<file path="src/rtl/bmp_stream_loader.sv">
// BMP byte-stream parser: decodes and validates the file header, then writes
// RGB888 pixels (24/32 bpp, bottom-up or top-down) to a framebuffer port.
module bmp_stream_loader #(
    parameter int H_MAX      = 640,
    parameter int V_MAX      = 480,
    parameter int ADDR_WIDTH = 19,
    parameter int DIM_WIDTH  = 12
) (
    input  logic                  clk,
    input  logic                  rst,
    input  logic                  start,
    input  logic                  in_valid,
    input  logic [7:0]            in_byte,
    output logic                  fb_we,
    output logic [ADDR_WIDTH-1:0] fb_addr,
    output logic [23:0]           fb_data,
    output logic [DIM_WIDTH-1:0]  img_width,
    output logic [DIM_WIDTH-1:0]  img_height,
    output logic                  busy,
    output logic                  done,
    output logic                  error,
    output logic [3:0]            err_code,
    output logic [3:0]            status
);

    localparam int CNT_W = $clog2(H_MAX * 4 + 1);
    localparam int ROW_W = $clog2(V_MAX + 1);

    localparam logic [2:0] S_IDLE   = 3'd0;
    localparam logic [2:0] S_HEADER = 3'd1;
    localparam logic [2:0] S_SEEK   = 3'd2;
    localparam logic [2:0] S_PIXELS = 3'd3;
    localparam logic [2:0] S_DONE   = 3'd4;
    localparam logic [2:0] S_ERR    = 3'd5;

    localparam logic signed [31:0] H_MAX_S = H_MAX;
    localparam logic [31:0]        V_MAX_U = V_MAX;
    localparam logic [ADDR_WIDTH-1:0] H_STEP = ADDR_WIDTH'(H_MAX);

    logic [2:0]             state;
    logic [31:0]            bcnt;
    logic [7:0]             magic_lo;
    logic [31:0]            offset;
    logic signed [31:0]     width_raw;
    logic signed [31:0]     height_raw;
    logic [15:0]            bpp;
    logic [31:0]            compression;

    logic                   is32;
    logic                   top_down;
    logic [CNT_W-1:0]       last_col;
    logic [ROW_W-1:0]       last_row;
    logic [CNT_W-1:0]       pad_len;

    logic [1:0]             byte_sel;
    logic [7:0]             b_byte;
    logic [7:0]             g_byte;
    logic [CNT_W-1:0]       col;
    logic [ROW_W-1:0]       row;
    logic                   in_pad;
    logic [CNT_W-1:0]       pad_cnt;
    logic [ADDR_WIDTH-1:0]  row_base;

    logic                   consume;
    logic [1:0]             lane;
    logic [31:0]            abs_h;
    logic                   size_bad;
    logic [3:0]             chk_code;
    logic                   in_pixels;
    logic                   px_last_byte;
    logic                   row_end;

    // Header fields at 10, 18, 22 and 30 all start on a byte offset of 2 mod 4.
    assign lane    = bcnt[1:0] - 2'd2;
    assign consume = in_valid && (state == S_HEADER || state == S_SEEK || state == S_PIXELS);
    assign abs_h   = height_raw[31] ? $unsigned(-height_raw) : $unsigned(height_raw);

    assign size_bad = (width_raw < 32'sd1) || (width_raw > H_MAX_S) ||
                      (abs_h == 32'd0) || (abs_h > V_MAX_U);

    // NOTE: every signal driven here gets a value on every path, so no latch is inferred.
    always_comb begin
        chk_code = 4'd0;
        if ((bpp != 16'd24 && bpp != 16'd32) || compression != 32'd0)
            chk_code = 4'd2;
        else if (size_bad)
            chk_code = 4'd3;
        else if (offset < 32'd54)
            chk_code = 4'd4;
    end

    assign in_pixels    = consume && (state == S_PIXELS);
    assign px_last_byte = !in_pad && (is32 ? (byte_sel == 2'd3) : (byte_sel == 2'd2));
    assign row_end      = (in_pixels && px_last_byte && col == last_col && pad_len == '0) ||
                          (in_pixels && in_pad && pad_cnt == CNT_W'(1));

    // NOTE: state registers use non-blocking assignments so all updates see pre-edge values.
    always_ff @(posedge clk) begin
        if (rst || start) begin
            state       <= (start && !rst) ? S_HEADER : S_IDLE;
            bcnt        <= '0;
            magic_lo    <= '0;
            offset      <= '0;
            width_raw   <= '0;
            height_raw  <= '0;
            bpp         <= '0;
            compression <= '0;
            is32        <= 1'b0;
            top_down    <= 1'b0;
            last_col    <= '0;
            last_row    <= '0;
            pad_len     <= '0;
            byte_sel    <= '0;
            b_byte      <= '0;
            g_byte      <= '0;
            col         <= '0;
            row         <= '0;
            in_pad      <= 1'b0;
            pad_cnt     <= '0;
            row_base    <= '0;
            fb_we       <= 1'b0;
            fb_addr     <= '0;
            fb_data     <= '0;
            img_width   <= '0;
            img_height  <= '0;
            err_code    <= '0;
        end else begin
            fb_we <= 1'b0;
            if (consume)
                bcnt <= bcnt + 32'd1;

            case (state)
                S_HEADER: if (consume) begin
                    if (bcnt == 32'd0)
                        magic_lo <= in_byte;
                    if (bcnt == 32'd1 && {magic_lo, in_byte} != 16'h424D) begin
                        state    <= S_ERR;
                        err_code <= 4'd1;
                    end
                    if (bcnt >= 32'd10 && bcnt <= 32'd13)
                        offset[{lane, 3'b000} +: 8] <= in_byte;
                    if (bcnt >= 32'd18 && bcnt <= 32'd21)
                        width_raw[{lane, 3'b000} +: 8] <= in_byte;
                    if (bcnt >= 32'd22 && bcnt <= 32'd25)
                        height_raw[{lane, 3'b000} +: 8] <= in_byte;
                    if (bcnt >= 32'd28 && bcnt <= 32'd29)
                        bpp[{bcnt[0], 3'b000} +: 8] <= in_byte;
                    if (bcnt >= 32'd30 && bcnt <= 32'd33)
                        compression[{lane, 3'b000} +: 8] <= in_byte;

                    if (bcnt == 32'd53) begin
                        img_width  <= DIM_WIDTH'(width_raw);
                        img_height <= DIM_WIDTH'(abs_h);
                        is32       <= (bpp == 16'd32);
                        top_down   <= height_raw[31];
                        last_col   <= CNT_W'(width_raw - 32'sd1);
                        last_row   <= ROW_W'(abs_h - 32'd1);
                        // 24 bpp rows carry width mod 4 pad bytes; 32 bpp rows never pad.
                        pad_len    <= (bpp == 16'd32) ? '0 : CNT_W'(width_raw[1:0]);
                        row_base   <= height_raw[31] ? '0
                                      : ADDR_WIDTH'((abs_h - 32'd1) * 32'(H_MAX));
                        if (chk_code != 4'd0) begin
                            state    <= S_ERR;
                            err_code <= chk_code;
                        end else if (offset == 32'd54) begin
                            state <= S_PIXELS;
                        end else begin
                            state <= S_SEEK;
                        end
                    end
                end

                S_SEEK: if (consume && bcnt == offset - 32'd1)
                    state <= S_PIXELS;

                S_PIXELS: if (consume) begin
                    if (in_pad) begin
                        if (pad_cnt == CNT_W'(1))
                            in_pad <= 1'b0;
                        else
                            pad_cnt <= pad_cnt - CNT_W'(1);
                    end else begin
                        case (byte_sel)
                            2'd0: b_byte <= in_byte;
                            2'd1: g_byte <= in_byte;
                            2'd2: begin
                                fb_we   <= 1'b1;
                                fb_addr <= row_base + ADDR_WIDTH'(col);
                                fb_data <= {in_byte, g_byte, b_byte};
                            end
                            default: ;
                        endcase
                        byte_sel <= px_last_byte ? 2'd0 : byte_sel + 2'd1;
                        if (px_last_byte) begin
                            if (col == last_col) begin
                                col <= '0;
                                if (pad_len != '0) begin
                                    in_pad  <= 1'b1;
                                    pad_cnt <= pad_len;
                                end
                            end else begin
                                col <= col + CNT_W'(1);
                            end
                        end
                    end

                    if (row_end) begin
                        if (row == last_row) begin
                            state <= S_DONE;
                        end else begin
                            row      <= row + ROW_W'(1);
                            row_base <= top_down ? row_base + H_STEP : row_base - H_STEP;
                        end
                    end
                end

                default: ;
            endcase
        end
    end

    always_comb begin
        case (state)
            S_HEADER: status = 4'd1;
            S_SEEK:   status = 4'd2;
            S_PIXELS: status = 4'd3;
            S_DONE:   status = 4'd4;
            S_ERR:    status = 4'hE;
            default:  status = 4'd0;
        endcase
    end

    assign busy  = (state == S_HEADER) || (state == S_SEEK) || (state == S_PIXELS);
    assign done  = (state == S_DONE);
    assign error = (state == S_ERR);

endmodule

</file>
<file path="config.mk">
export PLATFORM = sky130hd
export DESIGN_NAME = bmp_stream_loader
export DESIGN_NICKNAME = d
export VERILOG_FILES = /design/src/rtl/bmp_stream_loader.sv
export SDC_FILE = /design/constraint.sdc
export NUM_CORES = 1
export LEC_CHECK = 0
export BUFFER_PORTS_ARGS = -buffer_cell sky130_fd_sc_hd__buf_4
export CAP_MARGIN = 20
export CORE_UTILIZATION = 45
export DETAILED_ROUTE_END_ITERATION = 8
export PLACE_DENSITY = 0.71
export SKIP_LAST_GASP = 1
export SLEW_MARGIN = 20
export SYNTH_ARGS = -nofsm -noshare
export SYNTH_HDL_FRONTEND = slang
export SYNTH_SLANG_ARGS = --single-unit
export TNS_END_PERCENT = 1
</file>
<file path="constraint.sdc">
create_clock -name clk -period 6.5 [get_ports clk]
set_clock_uncertainty 0.1 [all_clocks]
set_input_delay 1.3 -clock clk [delete_from_list [all_inputs] [get_ports clk]]
set_output_delay 1.3 -clock clk [all_outputs]
set_load 0.05 [all_outputs]
</file>
==> results of run 1 <==
==> path summary, 6_finish.rpt <==
path                               startpoint            end  cells after the start
worst max register to register  height_raw[0]   row_base[17]                     16
worst min register to register  width_raw[20]  width_raw[20]                      2
worst max-delay path            height_raw[0]   row_base[17]                     16
worst min-delay path            width_raw[20]  width_raw[20]                      2
==> worst reg2reg max path, cell delays in order (launching register included) <==
cell,delay (ns)
dfxtp_1,0.36
inv_1,0.18
ha_1,0.36
or3b_2,0.47
a211oi_1,0.48
nand2_1,0.16
or2_2,0.35
xnor2_1,0.29
ha_1,0.30
ha_1,0.34
a21oi_1,0.22
o21ai_0,0.14
a2111oi_0,0.52
nor3_1,0.14
xor2_1,0.17
a21oi_1,0.15
a31oi_1,0.09
==> report_power, final <==
part / internal (µW) / leakage, µW / switching, µW / total, µW
logic: 29.0 / 0.00390 / 107 / 136
clock network: 1310 / 0.000652 / 939 / 2250
registers: 2140 / 0.00281 / 6.26 / 2140
total: 3480 / 0.00736 / 1050 / 4530
==> registers in the layout, summed over array words and instances (netlist names), 16 cells and up <==
register / count
offset: 32
compression: 32
fb_data: 24
width_raw: 32
bpp: 16
fb_addr: 19
bcnt: 32
height_raw: 32
==> through the flow <==
stage | cell area, µm² | utilization, % | hold WS [ns]
after global placement | 18900 | 47.7 | 0.335
after detailed placement | 18900 | 47.7 | 0.345
after CTS | 20200 | 51.1 | 0.353
final | 20200 | 51.1 | 0.353
after global routing | 20200 | 51.1 | 0.370
after floorplan | 18100 | - | 0.327
==> logic make-up after synthesis <==
group / Yosys count
xor gates and xnor gates: 162
muxes: 43
adders and majority gates: 54
AOI/OAI and AO/OA: 455
DFF: 348
buffers and inverters: 189
and+or+nand+nor: 1028
==> cell type report <==
| type | count | area (µm²) | area share, % |
|---|---|---|---|
| inverters | 45 | 169 | 0.834 |
| multi-input cells | 1742 | 10300 | 51.1 |
| well taps | 525 | 657 | 3.24 |
| clock buffers | 52 | 1120 | 5.56 |
| repair buffers | 100 | 763 | 3.77 |
| flip-flops and latches | 348 | 7000 | 34.6 |
| clock inverters | 17 | 193 | 0.952 |
==> placed cells by master, fill, tap and decap left out, drive strengths merged, types with 44 or more instances in the layout <==
master	Yosys	layout
nand2	374	374
xor2	75	75
xnor2	87	87
clkbuf	125	52
and2	44	44
dfxtp	345	345
inv	45	48
nor4	53	53
o21ai	45	45
nand3	94	94
nor3	50	50
nor2	235	235
buf	19	100
ha	52	52
a21oi	227	227
==> per-layer routing <==
metal	track usage [%]	vias to the layer above	wire length (µm)	part of all wire, %
met3	3.71	98	3920	7.6
met5	0	-	0	0
li1	-	7973	-	-
met2	38.8	635	23200	45
met1	34.6	7955	23000	45
met4	8.75	0	1350	2.6
==> flow_summary.yaml, run 1 <==
status:
  status: "complete, no violations"
critical_path:
  reg2reg_setup_slack_ns: 1.52
  path_class: "reg -> reg"
  path_buf_inv: 1
  cp.required_ns: 6.83
  endpoint_kind: "flop"
  critPathTopFamily: "compound AO/OA/AOI/OAI gates"
  critPathSlowestCell: "a2111oi_0"
  path_common_cell: "ha_1"
  cpPeakStageDelay_ns: 0.52
  arrival_ns: 5.30
  worstPathMaxFanout: 9
  start_kind: "flop"
  crit_chain: "inv_1 > ha_1 > or3b_2 > a211oi_1 > nand2_1 > or2_2 > xnor2_1 > ha_1 > ha_1 > a21oi_1 > o21ai_0 > a2111oi_0 > nor3_1 > xor2_1 > a21oi_1 > a31oi_1"
logic_synthesis:
  netlist_area_um2: 18100
  synth.most_common_cell: "nand2_1"
  synth_mux_area_share_pct: 2.39
  synth_top_cell_area_share_pct: 38.2
  ys_types: 83
  avgSynthCellArea_um2: 7.93
  ys_ff_latch: 348
  syn_inst: 2279
  synth-simple-area-share_pct: 27.6
  seq_area_frac_synth_pct: 38.7
  synthTopCellsByArea: "dfxtp_1 (38%), nand2_1 (7.8%), a21oi_1 (6.3%), nor2_1 (4.9%), xnor2_1 (4.2%)"
  synth_edf_count: 3
  synthXorXnorAreaFrac_pct: 7.85
  synth_common_cells: "nand2_1 (374), dfxtp_1 (345), nor2_1 (235)"
  synth_nets: 2345
  synth_compound_area_share_pct: 15.4
  async_flop_share_pct: 0
  yosys.area.top_type: "dfxtp_1"
  yosysWarnings: 0
  synth_top_flop_cell: "dfxtp_1"
  synth_top_family_by_area: "simple AND/OR/NAND/NOR gates"
  synth_fa_ha_area_share_pct: 3.82
cts:
  cts_resized: 0
  clkLatencyLatePin_ns: 0.58
  clock-root-buffer: "clkbuf_16"
  clkTransAtPathRegs_ns: 0.06
  clockBufferDepth: 3
  cts_tree: "done"
  clkSinkCount: 348
  h-tree-depth: 2
  post_cts_buffers: 0
  cts_hold_buf: 0
  numCtsBuffers: 39
global_route:
  grt_first_pass_wirelength_um: 82200
  overflow: 0
  antenna_found_initial: 0
  grt_pass1_vias: 15300
  grt_max_degree: 227
  grt_usage_pct: 24.8
route:
  vias: 16700
  wirelength_um: 51500
  firstDrtPassIters: 6
  drc: 0
  drt_first_iter_violations: 1537
  detail_route.wl_per_cell_um: 18.2
  vias_per_cell: 5.89
  drtAntennaViolNets: 0
power:
  leakage_uw: 0.00736
  vdd_ir_drop_max_mv: 0.165
  powerDensity_nw_per_um2: 224
  fin_total_pwr_uw: 4530
sta:
  fin_crit_sh_pct: 76.6
  worst_pin_slew_ns: 1.13
  fin_setup_tns_ns: 0
  worst_slew_margin_rel_pct: 24.7
  rsz0062_at_grt: "no"
  finalCriticalPeriod_ns: 4.98
  worst_slack_ns: 1.52
  finalSetupViolations: 0
  finalHoldViolCount: 0
  fmax_mhz: 201
  slew_viol_final: 0
cells_and_area:
  area_growth_pct: 12.1
  final_cells: 2829
  drive_above_1_share_pct: 9.29
  antenna_cells: 0
  fin_nets: 2342
  fillerInstances: 3732
die:
  rows: 73
  die_w_um: 202
  die-height_um: 202
  dieArea_um2: 41000
  ios: 91
  core_um2: 39600
  start_util_pct: 45.6
placement:
  dp.cells: 2760
  numPortBuffers: 90
  dp.final_hpwl_um: 36200
  dp_slack_ns: 1.61
  place_congestion: 0.941
job:
  drv_cap: 0
worst_hold_path:
  hold_path_class: "reg -> reg"
Note: power is estimated with default switching activity, not from simulation.
==> inputs of run 2 (changes only) <==
==> constraint.sdc (replaced) <==
create_clock -name clk -period 5.2 [get_ports clk]
set_clock_uncertainty 0.1 [all_clocks]
set_input_delay 1.04 -clock clk [delete_from_list [all_inputs] [get_ports clk]]
set_output_delay 1.04 -clock clk [all_outputs]
set_load 0.05 [all_outputs]
==> run 2 against run 1 <==
  * Routed wire length increased by 0.34%
  * Power increased by 23%
  * Die area unchanged
  * Register-to-register slack got worse by 0.97 ns
  * Setup slack got worse by 0.97 ns
  * Critical path depth increased by 1
  * Largest cell class unchanged
==> flow_summary.yaml, run 2 (synthesis gave the netlist of run 1 again) <==
cells_and_area:
  final_core_util_pct: 51.2
  drive_above_1_share_pct: 9.53
  antenna_cells: 0
  area_growth_pct: 12.3
  layout_commonest_cell: "nand2_1"
  mostFrequentLayoutCells: "nand2_1 (374), dfxtp_1 (345), nor2_1 (234)"
  fillerInstances: 3789
  fin_nets: 2355
die:
  die_w_um: 202
  start_util_pct: 45.6
  dieArea_um2: 41000
  die-height_um: 202
  ios: 91
  rows: 73
  core_um2: 39600
worst_hold_path:
  hold_path_class: "reg -> reg"
  min_to: "width_raw[19]"
  hold_depth: 2
  hold_start: "width_raw[19]"
sta:
  worst_hold_slack_ns: 0.352
  worst_slew_margin_rel_pct: 32.9
  fin_setup_tns_ns: 0
  fin_crit_sh_pct: 89.3
  finalCriticalPeriod_ns: 4.65
  finalSetupViolations: 0
  fmax_mhz: 215
  slew_viol_final: 0
  rsz0062_at_grt: "no"
  worst_pin_slew_ns: 0.993
  finalHoldViolCount: 0
  worst_slack_ns: 0.554
placement:
  numPortBuffers: 90
  dp_slack_ns: 0.610
  place_congestion: 0.925
  dp.final_hpwl_um: 36600
critical_path:
  reg2reg_to: "row_base[17]"
  r2r_cells: 17
  crit_chain: "inv_1 > ha_1 > or3b_2 > a211oi_1 > buf_4 > nand2_1 > or2_2 > xnor2_1 > ha_1 > ha_1 > a21oi_1 > o21ai_0 > a2111oi_0 > nor3_1 > xor2_1 > a21oi_1 > a31oi_1"
  path_buf_inv: 2
  worstReg2RegStart: "height_raw[0]"
  crit_start: "height_raw[0]"
  endpoint_kind: "flop"
  cp.required_ns: 5.52
  critPathSlowestCell: "or3b_2"
  start_kind: "flop"
  reg2reg_setup_slack_ns: 0.55
  cpPeakStageDelay_ns: 0.47
  critPathTopFamily: "compound AO/OA/AOI/OAI gates"
  path_common_cell: "ha_1"
  path_class: "reg -> reg"
  arrival_ns: 4.97
  worstPathMaxFanout: 9
route:
  firstDrtPassIters: 5
  vias_per_cell: 5.84
  vias: 16600
  detail_route.wl_per_cell_um: 18.2
  drc: 0
  drtAntennaViolNets: 0
  wirelength_um: 51700
  drt_first_iter_violations: 1640
cts:
  clockBufferDepth: 3
  clkSinkCount: 348
  cts_resized: 0
  cts_tree: "done"
  clkLatencyLatePin_ns: 0.58
  clkTransAtPathRegs_ns: 0.06
  numCtsBuffers: 39
  post_cts_buffers: 0
  cts_hold_buf: 0
  h-tree-depth: 2
  clock-root-buffer: "clkbuf_16"
power:
  vdd_ir_drop_max_mv: 0.210
  leakage_uw: 0.00739
  power_frac_seq_pct: 48.3
  p_int_uw: 4260
  combPwrFrac_pct: 3.1
  powerDensity_nw_per_um2: 274
  p_sw_share_pct: 23.3
  clkPwrFrac_pct: 48.6
  switching_power_uw: 1290
global_route:
  grt_usage_pct: 24.7
  overflow: 0
  grt_first_pass_wirelength_um: 82000
  antenna_found_initial: 0
  grt_max_degree: 197
  grt_pass1_vias: 15500
job:
  drv_cap: 0
status:
  status: "complete, no violations"
run 2: cell count changes in the layout (fill, tap and decap cells not counted), moves of 2 or more:
cell      delta
buf_4       +13
clkbuf_1     +7
clkbuf_8     -3
clkinv_2     +2
clkinv_4     -2
run 2: cell type report:
class | instances | area [µm²] | share of cell area (%)
well taps | 525 | 657 | 3.24
flip-flops and latches | 348 | 7000 | 34.5
inverters | 45 | 169 | 0.833
clock buffers | 56 | 1110 | 5.47
clock inverters | 15 | 146 | 0.722
multi-input cells | 1742 | 10300 | 51.0
repair buffers | 113 | 861 | 4.24
run 2: worst reg2reg max path, delay by kind of cell, from the launching register on:
kind / cells / cell delay (ns)
adders and majority gates: 3 / 0.97
and+or+nand+nor: 4 / 1.00
buffers and inverters: 2 / 0.36
xor gates and xnor gates: 2 / 0.43
DFF: 1 / 0.36
AOI/OAI and AO/OA: 6 / 1.28
run 2: power groups by stage:
stage | clock network (µW) | registers (µW) | logic, µW
finish | 2700 | 2680 | 174
global route | 2840 | 2680 | 184
CTS | 2740 | 2680 | 171
detailed placement | 0 | 2740 | 171
global placement | 0 | 2740 | 169
floorplan | 0 | 2730 | 114
run 2: how the worst max path moves through the flow:
stage | end | slack (ns) | depth (start not counted)
floorplan | row_base[17] | 0.94 | 16
global placement | row_base[17] | 0.71 | 17
detailed placement | row_base[17] | 0.61 | 17
CTS | row_base[17] | 0.57 | 17
global route | row_base[18] | 0.18 | 18
finish | row_base[17] | 0.55 | 17
run 2: layer usage:
| metal | global-route usage (%) | up-vias | share of wire, % |
|---|---|---|---|
| met1 | 34.1 | 7875 | 45 |
| li1 | - | 8012 | - |
| met5 | 0 | - | 0 |
| met4 | 9.83 | 0 | 3.7 |
| met2 | 38.3 | 573 | 44 |
| met3 | 4.10 | 142 | 6.9 |
run 2: per-stage QoR:
step / power [µW] / area, µm² / std cells
after floorplan: 2850 / 18100 / 2279
after CTS: 5590 / 20300 / 2844
after global placement: 2910 / 19000 / 2773
after global routing: 5710 / 20300 / 2844
after detailed placement: 2910 / 19000 / 2773
final: 5560 / 20300 / 2844
